## src/rtl/mult_hilo_ctrl_if.sv

```systemverilog
// Bundle of the EXE-side request/result signals and the multiplier-side
// handshake for mult_hilo_ctrl.
//
// Handshake semantics:
//   - A request transfers on a rising edge where req_valid & req_ready are
//     both high and flush is low. req_ready depends only on controller state,
//     never combinationally on req_valid.
//   - rd_valid is a one-cycle pulse; rd_data is meaningful only while it is
//     high.
//   - mult_begin is held high, with mult_op1/mult_op2 stable, until the
//     multiplier raises mult_end (or the operation is abandoned). Between
//     two operations mult_begin is low for at least one cycle.
interface mult_hilo_ctrl_if;
  logic        req_valid;
  logic [2:0]  req_op;
  logic [31:0] req_rs;
  logic [31:0] req_rt;
  logic        req_ready;
  logic        flush;
  logic        rd_valid;
  logic [31:0] rd_data;
  logic [31:0] hi;
  logic [31:0] lo;
  logic        mult_begin;
  logic [31:0] mult_op1;
  logic [31:0] mult_op2;
  logic [63:0] product;
  logic        mult_end;

  // Controller view
  modport slave (
    input  req_valid, req_op, req_rs, req_rt, flush, product, mult_end,
    output req_ready, rd_valid, rd_data, hi, lo, mult_begin, mult_op1, mult_op2
  );

  // Pipeline + multiplier view
  modport master (
    output req_valid, req_op, req_rs, req_rt, flush, product, mult_end,
    input  req_ready, rd_valid, rd_data, hi, lo, mult_begin, mult_op1, mult_op2
  );
endinterface

```

## src/rtl/mult_hilo_ctrl.sv

```systemverilog
// HI/LO sequencing controller: owns the architectural HI/LO registers,
// executes MFHI/MFLO/MTHI/MTLO in one cycle and sequences MULT/MULTU through
// an external iterative signed multiplier, correcting its result for MULTU.
module mult_hilo_ctrl (
  input  logic             clk,
  input  logic             resetn,
  mult_hilo_ctrl_if.slave  bus,
  output logic             dbg_state_o
);

  localparam logic [2:0] OP_MULT  = 3'd0;
  localparam logic [2:0] OP_MULTU = 3'd1;
  localparam logic [2:0] OP_MFHI  = 3'd2;
  localparam logic [2:0] OP_MFLO  = 3'd3;
  localparam logic [2:0] OP_MTHI  = 3'd4;
  localparam logic [2:0] OP_MTLO  = 3'd5;

  typedef enum logic {
    S_IDLE = 1'b0,
    S_RUN  = 1'b1
  } state_t;

  state_t      state_q, state_d;
  logic [31:0] op1_q, op1_d;
  logic [31:0] op2_q, op2_d;
  logic        uns_q, uns_d;
  logic [31:0] hi_q, hi_d;
  logic [31:0] lo_q, lo_d;
  logic [31:0] rd_data_q, rd_data_d;
  logic        rd_valid_q, rd_valid_d;

  logic        accept;
  logic [63:0] corr_prod;

  // A flush in IDLE cancels whatever the pipeline is presenting this cycle.
  assign accept = (state_q == S_IDLE) & bus.req_valid & ~bus.flush;

  // The multiplier treats both operands as signed. For MULTU, each operand
  // whose top bit is set was read as (x - 2^32); adding the other operand
  // shifted left by 32 restores the unsigned product modulo 2^64.
  assign corr_prod = bus.product
                   + ((uns_q & op1_q[31]) ? {op2_q, 32'b0} : 64'd0)
                   + ((uns_q & op2_q[31]) ? {op1_q, 32'b0} : 64'd0);

  // Next-state and register-update logic for the IDLE/RUN sequencer.
  always_comb begin
    state_d    = state_q;
    op1_d      = op1_q;
    op2_d      = op2_q;
    uns_d      = uns_q;
    hi_d       = hi_q;
    lo_d       = lo_q;
    rd_data_d  = rd_data_q;
    rd_valid_d = 1'b0;

    case (state_q)
      S_IDLE: begin
        if (accept) begin
          case (bus.req_op)
            OP_MULT, OP_MULTU: begin
              op1_d   = bus.req_rs;
              op2_d   = bus.req_rt;
              uns_d   = (bus.req_op == OP_MULTU);
              state_d = S_RUN;
            end
            OP_MFHI: begin
              rd_data_d  = hi_q;
              rd_valid_d = 1'b1;
            end
            OP_MFLO: begin
              rd_data_d  = lo_q;
              rd_valid_d = 1'b1;
            end
            OP_MTHI: hi_d = bus.req_rs;
            OP_MTLO: lo_d = bus.req_rs;
            default: ;
          endcase
        end
      end
      S_RUN: begin
        // flush wins over a same-cycle mult_end: the product is discarded.
        if (bus.flush) begin
          state_d = S_IDLE;
        end else if (bus.mult_end) begin
          {hi_d, lo_d} = corr_prod;
          state_d      = S_IDLE;
        end
      end
      default: state_d = S_IDLE;
    endcase
  end

  // State and datapath registers with synchronous active-low reset.
  always_ff @(posedge clk) begin
    if (!resetn) begin
      state_q    <= S_IDLE;
      op1_q      <= 32'd0;
      op2_q      <= 32'd0;
      uns_q      <= 1'b0;
      hi_q       <= 32'd0;
      lo_q       <= 32'd0;
      rd_data_q  <= 32'd0;
      rd_valid_q <= 1'b0;
    end else begin
      state_q    <= state_d;
      op1_q      <= op1_d;
      op2_q      <= op2_d;
      uns_q      <= uns_d;
      hi_q       <= hi_d;
      lo_q       <= lo_d;
      rd_data_q  <= rd_data_d;
      rd_valid_q <= rd_valid_d;
    end
  end

  // mult_begin is high exactly while in RUN, so returning to IDLE always
  // gives the multiplier one begin-low cycle before any reload.
  assign bus.req_ready  = (state_q == S_IDLE);
  assign bus.mult_begin = (state_q == S_RUN);
  assign bus.mult_op1   = op1_q;
  assign bus.mult_op2   = op2_q;
  assign bus.hi         = hi_q;
  assign bus.lo         = lo_q;
  assign bus.rd_data    = rd_data_q;
  assign bus.rd_valid   = rd_valid_q;
  assign dbg_state_o    = state_q;

endmodule
```

## src/flat_wrapper.sv

```systemverilog
// flat-port wrapper written by rule: the top's interface ports become plain ports
module mult_hilo_ctrl_flat 
  (clk, resetn, dbg_state_o, bus_req_valid, bus_req_op, bus_req_rs, bus_req_rt, bus_flush, bus_product, bus_mult_end, bus_req_ready, bus_rd_valid, bus_rd_data, bus_hi, bus_lo, bus_mult_begin, bus_mult_op1, bus_mult_op2);
  mult_hilo_ctrl_if bus_i ();
  input  logic clk;
  input  logic resetn;
  output logic dbg_state_o;
  input wire logic [$bits(bus_i.req_valid)-1:0] bus_req_valid;
  input wire logic [$bits(bus_i.req_op)-1:0] bus_req_op;
  input wire logic [$bits(bus_i.req_rs)-1:0] bus_req_rs;
  input wire logic [$bits(bus_i.req_rt)-1:0] bus_req_rt;
  input wire logic [$bits(bus_i.flush)-1:0] bus_flush;
  input wire logic [$bits(bus_i.product)-1:0] bus_product;
  input wire logic [$bits(bus_i.mult_end)-1:0] bus_mult_end;
  output wire logic [$bits(bus_i.req_ready)-1:0] bus_req_ready;
  output wire logic [$bits(bus_i.rd_valid)-1:0] bus_rd_valid;
  output wire logic [$bits(bus_i.rd_data)-1:0] bus_rd_data;
  output wire logic [$bits(bus_i.hi)-1:0] bus_hi;
  output wire logic [$bits(bus_i.lo)-1:0] bus_lo;
  output wire logic [$bits(bus_i.mult_begin)-1:0] bus_mult_begin;
  output wire logic [$bits(bus_i.mult_op1)-1:0] bus_mult_op1;
  output wire logic [$bits(bus_i.mult_op2)-1:0] bus_mult_op2;
  assign bus_i.req_valid = bus_req_valid;
  assign bus_i.req_op = bus_req_op;
  assign bus_i.req_rs = bus_req_rs;
  assign bus_i.req_rt = bus_req_rt;
  assign bus_i.flush = bus_flush;
  assign bus_i.product = bus_product;
  assign bus_i.mult_end = bus_mult_end;
  assign bus_req_ready = bus_i.req_ready;
  assign bus_rd_valid = bus_i.rd_valid;
  assign bus_rd_data = bus_i.rd_data;
  assign bus_hi = bus_i.hi;
  assign bus_lo = bus_i.lo;
  assign bus_mult_begin = bus_i.mult_begin;
  assign bus_mult_op1 = bus_i.mult_op1;
  assign bus_mult_op2 = bus_i.mult_op2;
  mult_hilo_ctrl u_core (.clk(clk), .resetn(resetn), .bus(bus_i), .dbg_state_o(dbg_state_o));
endmodule
```

## config.mk

```make
export PLATFORM = sky130hd
export DESIGN_NAME = mult_hilo_ctrl_flat
export DESIGN_NICKNAME = d
export VERILOG_FILES = /design/src/rtl/mult_hilo_ctrl_if.sv /design/src/rtl/mult_hilo_ctrl.sv /design/src/flat_wrapper.sv
export SDC_FILE = /design/constraint.sdc
export NUM_CORES = 1
export LEC_CHECK = 0
export CAP_MARGIN = 30
export CELL_PAD_IN_SITES_DETAIL_PLACEMENT = 2
export CELL_PAD_IN_SITES_GLOBAL_PLACEMENT = 2
export CORE_UTILIZATION = 29
export DETAILED_ROUTE_END_ITERATION = 7
export PLACE_DENSITY = 0.93
export SLEW_MARGIN = 10
export SYNTH_ARGS = -nofsm -noshare
export SYNTH_HDL_FRONTEND = slang
export SYNTH_SLANG_ARGS = --single-unit
```

## constraint.sdc

```tcl
create_clock -name clk -period 5.1 [get_ports clk]
set_input_delay 1.275 -clock clk [delete_from_list [all_inputs] [get_ports clk]]
set_output_delay 1.275 -clock clk [all_outputs]
set_load 0.005 [all_outputs]
```

==> metrics, run 1 <==
status complete, no violations; Slew Viols, Final 0; pin count of the biggest net entering global routing 79; Hold Fails Final Rpt 0; Worst-Skew Late Latency 0.46 ns; number of synthesized register bits 163; most common cell after layout, fill and taps aside clkdlybuf4s50_1; post-layout util 0.426; grt total ovfl 0; Inserted Clock Buffers 17; Root Buffer clkbuf_16; CTS resizes 0; die area 32500 um2; first-pass GRT wire length 63.7 mm; DR vias 9639; TritonCTS clock tree built; Arrival @ worst endpoint 4.59 ns; antenna violations before repair 3; Yosys top cell by area dfxtp_1; # hold bufs at CTS 0; leakage power 5.10 nW; number of global-route vias before repair 10500; synth top area cells dfxtp_1 (35%), a21oi_1 (7.8%), fa_1 (7.0%), nand2_1 (6.8%), mux2i_1 (5.7%); DRT iter0 DRCs 365; PortBufs 299; register area 3270 um2; Detailed Routing Iterations Pass 1 4; Post-CTS Setup Bufs 0; predominant post-synthesis flop cell dfxtp_1; # nets final 1556; layout cells sized above 1 0.0532; chip height 180 um; top-area cell type share of the netlist area 0.354; Setup TNS 0 ns; PD cells 238 nW/um2; Cell Rows 64; post-synthesis sequential area ratio 0.354; Syn Area/Cell 8.33 um2; CP Class primary input to flip-flop; most frequent cells in the layout clkdlybuf4s50_1 (299), nand2_1 (167), dfxtp_1 (162); Worst Path Max Fanout 3; Post-DP HPWL 31.8 mm; headroom to the max-slew limit 0.357; CP Data Required Time 5.50 ns; Worst VDD drop 0.000242 V; Fmax 0.239 GHz; Final ANT Viol Nets 0; Vias/cell 5.44; Hold Crit Class flip-flop to flip-flop; Sink Count 163; Total Routing Usage GR 0.256; H-tree Lvls 4; Fillers 3411; worst-case clock buffer depth 2; Cell Area, Synth 9210 um2; max-cap viol count 0; post-route minimum period 4.19 ns; Top-Level Pins 300; drt drc 0; core area 30900 um2; Die W 180 um; Post-Route Skew 0.0123 ns; Multi-input gate area 5590 um2; Yosys cell types 61; clock slew at reported path FFs 0.07 ns; number of setup violations in the final report 0; total wire length 41.6 mm; Syn-to-layout area delta 42.9%; unrepaired setup endpoints after global routing no; startpoint types primary input; syn_nets 1303; fin crit share 0.822; CP Capture Type flip-flop; synthesis warning total 0; asr flop ratio synth 0; Initial Utilization 0.298; gpl congestion 0.896; EDFF count, synth 0; routed len/inst 23.5 um; Hold Slack 0.480 ns; Worst-Margin Slew 0.964 ns; Cells after Synth 1105
==> power breakdown <==
group	total (mW)	switching (mW)	internal, mW
logic	0.425	0.207	0.218
registers	1.34	0.0358	1.31
clock network	1.36	0.603	0.758
total	3.13	0.846	2.28
==> path summary, 6_finish.rpt <==
| path | depth (start not counted) | slack (ns) | startpoint | to |
|---|---|---|---|---|
| worst min-delay path | 2 | 0.48 | u_core.bus.mult_op2[4] | u_core.bus.mult_op2[4] |
| worst max register to register | 13 | 1.01 | u_core.bus.mult_op2[31] | u_core.bus.hi[28] |
| worst max-delay path | 12 | 0.91 | bus_product[34] | u_core.bus.hi[24] |
| worst min register to register | 2 | 0.48 | u_core.bus.mult_op2[4] | u_core.bus.mult_op2[4] |
==> flip-flops by register name, indices dropped and copies added (netlist names) <==
signal                 count
u_core.bus.hi             32
u_core.bus.lo             32
u_core.bus.mult_op1       32
u_core.bus.mult_op2       32
u_core.bus.rd_data        32
u_core.bus.mult_begin      1
u_core.bus.rd_valid        1
u_core.uns_q               1
==> per-stage QoR <==
step / std cells / power [mW] / instance area, um2 / setup WS, ns
finish: 1771 / 3.13 / 13200 / 0.909
global route: 1770 / 3.24 / 13200 / 0.726
CTS: 1767 / 3.17 / 13100 / 0.926
detailed placement: 1735 / 1.79 / 12500 / 0.455
global placement: 1734 / 1.77 / 12500 / 0.603
floorplan: 1105 / 1.52 / 9210 / 1.32
==> area by class of cell <==
type / instances / area share
Antenna cell: 4 / 0.000761
Timing Repair Buffer: 318 / 0.239
Clock inverter: 12 / 0.0109
Tap cell: 396 / 0.0377
Clock buffer: 20 / 0.0347
Inverter: 13 / 0.00390
Sequential cell: 163 / 0.248
Multi-Input combinational cell: 845 / 0.425
==> logic make-up (layout without fill, tap and decap cells) <==
family	count (synthesis)	count (layout)	synth area share
adder cells (fa/ha/maj)	62	62	0.110
AND/OR/NAND/NOR	384	384	0.194
AO/OA/AOI/OAI	321	321	0.219
buffers and inverters	97	363	0.0404
other	0	4	0
XOR/XNOR	26	26	0.0247
flip-flops	163	163	0.354
multiplexers	52	52	0.0565
==> layer usage <==
metal / GRT usage / vias up / routed length (um)
met5: 0 / - / 0
met2: 0.409 / 278 / 19100
met3: 0.0523 / 68 / 2020
met4: 0.103 / 0 / 1230
met1: 0.336 / 4853 / 19300
li1: - / 4440 / -
==> synth_stat cells, types with 2 or more instances <==
| cell type | instances |
|---|---|
| nor2b_1 | 13 |
| nor2_1 | 84 |
| a211oi_1 | 67 |
| nor3_1 | 5 |
| nand2_1 | 168 |
| nand4_1 | 8 |
| o21ai_0 | 33 |
| buf_1 | 15 |
| a21o_1 | 14 |
| mux2i_1 | 52 |
| clkbuf_1 | 65 |
| a31oi_1 | 4 |
| buf_2 | 3 |
| o31ai_1 | 2 |
| o211ai_1 | 7 |
| o2111ai_1 | 3 |
| o21a_1 | 7 |
| nand3b_1 | 2 |
| dfxtp_1 | 163 |
| and3_1 | 73 |
| o21ai_2 | 2 |
| inv_2 | 2 |
| or3_1 | 7 |
| inv_1 | 11 |
| and2_1 | 4 |
| o41ai_1 | 3 |
| and2b_1 | 2 |
| o22ai_1 | 8 |
| a21oi_1 | 143 |
| nor3b_1 | 3 |
| o21ai_1 | 2 |
| nand3_1 | 7 |
| a21oi_2 | 3 |
| a221oi_1 | 3 |
| fa_1 | 32 |
| o21bai_1 | 4 |
| ha_1 | 30 |
| nor4b_1 | 2 |
| a311oi_1 | 3 |
| xor2_1 | 9 |
| xnor2_1 | 17 |
==> worst max-delay path, stage by stage <==
cell and delay (ns):
clkdlybuf4s50_1 0.43, fa_1 0.53, ha_1 0.30, a21o_1 0.13, nand4_1 0.23, a21boi_2 0.28, a21oi_1 0.15, o41ai_1 0.43
buf_4 0.20, nor3b_1 0.28, o221a_2 0.24, o21a_1 0.11
Note: power is estimated with default switching activity, not from simulation.
==> run 2: changes to the inputs <==
--- a/config.mk
+++ b/config.mk
@@ -8,9 +8,9 @@
 export CAP_MARGIN = 30
 export CELL_PAD_IN_SITES_DETAIL_PLACEMENT = 2
 export CELL_PAD_IN_SITES_GLOBAL_PLACEMENT = 2
-export CORE_UTILIZATION = 29
+export CORE_UTILIZATION = 24
 export DETAILED_ROUTE_END_ITERATION = 7
-export PLACE_DENSITY = 0.93
+export PLACE_DENSITY = 0.82
 export SLEW_MARGIN = 10
 export SYNTH_ARGS = -nofsm -noshare
 export SYNTH_HDL_FRONTEND = slang
==> constraint.sdc (replaced) <==
create_clock -name clk -period 3.7 [get_ports clk]
set_input_delay 0.925 -clock clk [delete_from_list [all_inputs] [get_ports clk]]
set_output_delay 0.925 -clock clk [all_outputs]
set_load 0.005 [all_outputs]
==> run 2 against run 1 <==
Net effect:
- via count rose by 2.3%
- critical path depth did not move
- clock power rose by 35%
- sequential power rose by 38%
- die area rose by 21%
- worst hold slack got worse by 0.00079 ns
- core utilization fell by 5.0 points
- highest routed layer unchanged
==> metrics, run 2 (synthesized netlist as in run 1, its figures left out) <==
crit-path max cell delay 0.50 ns; Die W 198 um; global-route track usage on met1 0.306; Worst-Margin Slew 0.869 ns; total wire length 43.8 mm; RR Startpoint u_core.uns_q; Detailed Routing Iterations Pass 1 4; number of setup violations in the final report 0; Top delay family on crit path simple AND/OR/NAND/NOR gates; Root Buffer clkbuf_16; Initial Utilization 0.244; # hold bufs at CTS 0; worst r2r dst u_core.bus.hi[26]; gpl congestion 0.843; headroom to the max-slew limit 0.421; most common cell after layout, fill and taps aside clkdlybuf4s50_1; Slew Viols, Final 0; final std cells w/o fill 1979; Worst Hold Depth 2; Critical-path top delay cell clkdlybuf4s50_1; Worst-Skew Late Latency 0.46 ns; placed insts 1939; DP Area 13400 um2; clock slew at reported path FFs 0.07 ns; startpoint types primary input; Hold Crit Class flip-flop to flip-flop; Hold Path Origin u_core.bus.mult_op1[19]; drt drc 0; Buf+Inv Stages, Crit Path 2; number of global-route vias before repair 10700; chip height 198 um; post-route minimum period 3.67 ns; FF-to-FF path depth 13; Hold Fails Final Rpt 0; worst-case clock buffer depth 2; TritonCTS clock tree built; CP Capture Type flip-flop; H-tree Lvls 4; fin area 14200 um2; status complete, no violations; # nets final 1648; routed len/inst 22.1 um; Arrival @ worst endpoint 4.06 ns; PortBufs 299; most frequent cells in the layout clkdlybuf4s50_1 (299), nand2_1 (166), dfxtp_1 (161); Top-Level Pins 300; met3 Use GR 0.0428; Setup TNS 0 ns; first-pass GRT wire length 65.6 mm; fin crit share 0.991; CP Data Required Time 4.09 ns; max-cap viol count 0; layout cells sized above 1 0.128; critical-path cell list clkdlybuf4s50_1, fa_1, ha_1, a21o_1, nand4_1, buf_4, a21oi_4, o21ai_2, or3_4, and4b_4, or4_1, nand3_1; pin count of the biggest net entering global routing 145; Fmax 0.273 GHz; Post-Route Skew 0.0166 ns; leakage power 5.59 nW; GR Layer Usage met2 0.347; Overall Power 4.31 mW; CP Class primary input to flip-flop; Sink Count 163; Final ANT Viol Nets 0; Vias/cell 4.98; Cell Rows 71; die area 39100 um2; core area 37700 um2; reg2reg setup slack 0.17 ns; antenna violations before repair 4; Total Routing Usage GR 0.222; DR vias 9856; DRT iter0 DRCs 261; global route hottest layer met2; PD cells 305 nW/um2; Hold Path Sink u_core.bus.mult_op1[19]; Worst VDD drop 0.000303 V; grt total ovfl 0; Inserted Clock Buffers 17; Syn-to-layout area delta 53.8%; Post-DP HPWL 33.6 mm; Worst Path Max Fanout 2
## run 2: changes by cell type in the layout (fill, tap and decap cells not counted), sizes merged
| cell | delta |
|---|---|
| buf | +92 |
| inv | +5 |
| diode | +1 |
| bufinv | -2 |
| clkbuf | -3 |
## run 2: how the worst max path moves through the flow
stage	from	end	slack, ns	depth (start not counted)
6_report	bus_product[34]	u_core.bus.hi[26]	0.03	12
5_1_grt	bus_product[32]	u_core.bus.hi[9]	-0.03	17
4_1_cts	bus_product[34]	u_core.bus.hi[22]	0.02	13
3_5_place_dp	bus_product[32]	u_core.bus.hi[23]	-0.51	15
3_3_place_gp	bus_product[34]	u_core.bus.hi[26]	-0.38	12
2_1_floorplan	bus_product[45]	u_core.bus.hi[19]	0.27	10
## run 2: where the power goes
group | switching, mW | internal, mW | total, mW
logic | 0.299 | 0.331 | 0.630
registers | 0.0475 | 1.80 | 1.85
clock network | 0.929 | 0.908 | 1.84
total | 1.28 | 3.04 | 4.31
## run 2: worst reg2reg max path, delay by kind of cell, from the launching register on
family          cells  cell delay [ns]
flops               1             0.36
fa+ha+maj           2             0.77
simple gates        6             1.55
buf+inv             2             0.41
compound gates      3             0.38
## run 2: layout make-up
cell class | instances | area (um2)
Antenna cell | 5 | 12.5
Clock buffer | 17 | 425
Clock inverter | 15 | 154
Fill cell | 4211 | 23500
Inverter | 13 | 51.3
Multi-Input combinational cell | 845 | 5700
Sequential cell | 163 | 3270
Tap cell | 511 | 639
Timing Repair Buffer | 410 | 3910
## run 2: per-stage QoR
| stage | util | hold WS, ns | setup slack, ns |
|---|---|---|---|
| after floorplan | - | 0.461 | 0.267 |
| after global placement | 0.357 | 0.454 | -0.376 |
| after detailed placement | 0.357 | 0.466 | -0.508 |
| after CTS | 0.372 | 0.477 | 0.0159 |
| after global routing | 0.376 | 0.495 | -0.0300 |
| final | 0.376 | 0.479 | 0.0336 |
## run 2: repair_timing
action	CTS	global route
gates cloned	0	0
gates resized for setup	1	22
setup endpoints to repair	4	16
buffers inserted	1	2
pin swaps	1	5
## run 2: routing by layer
layer,vias up,share of wire
li1,4632,-
met1,4921,0.48
met2,255,0.45
met3,48,0.044
met4,0,0.020
met5,-,0
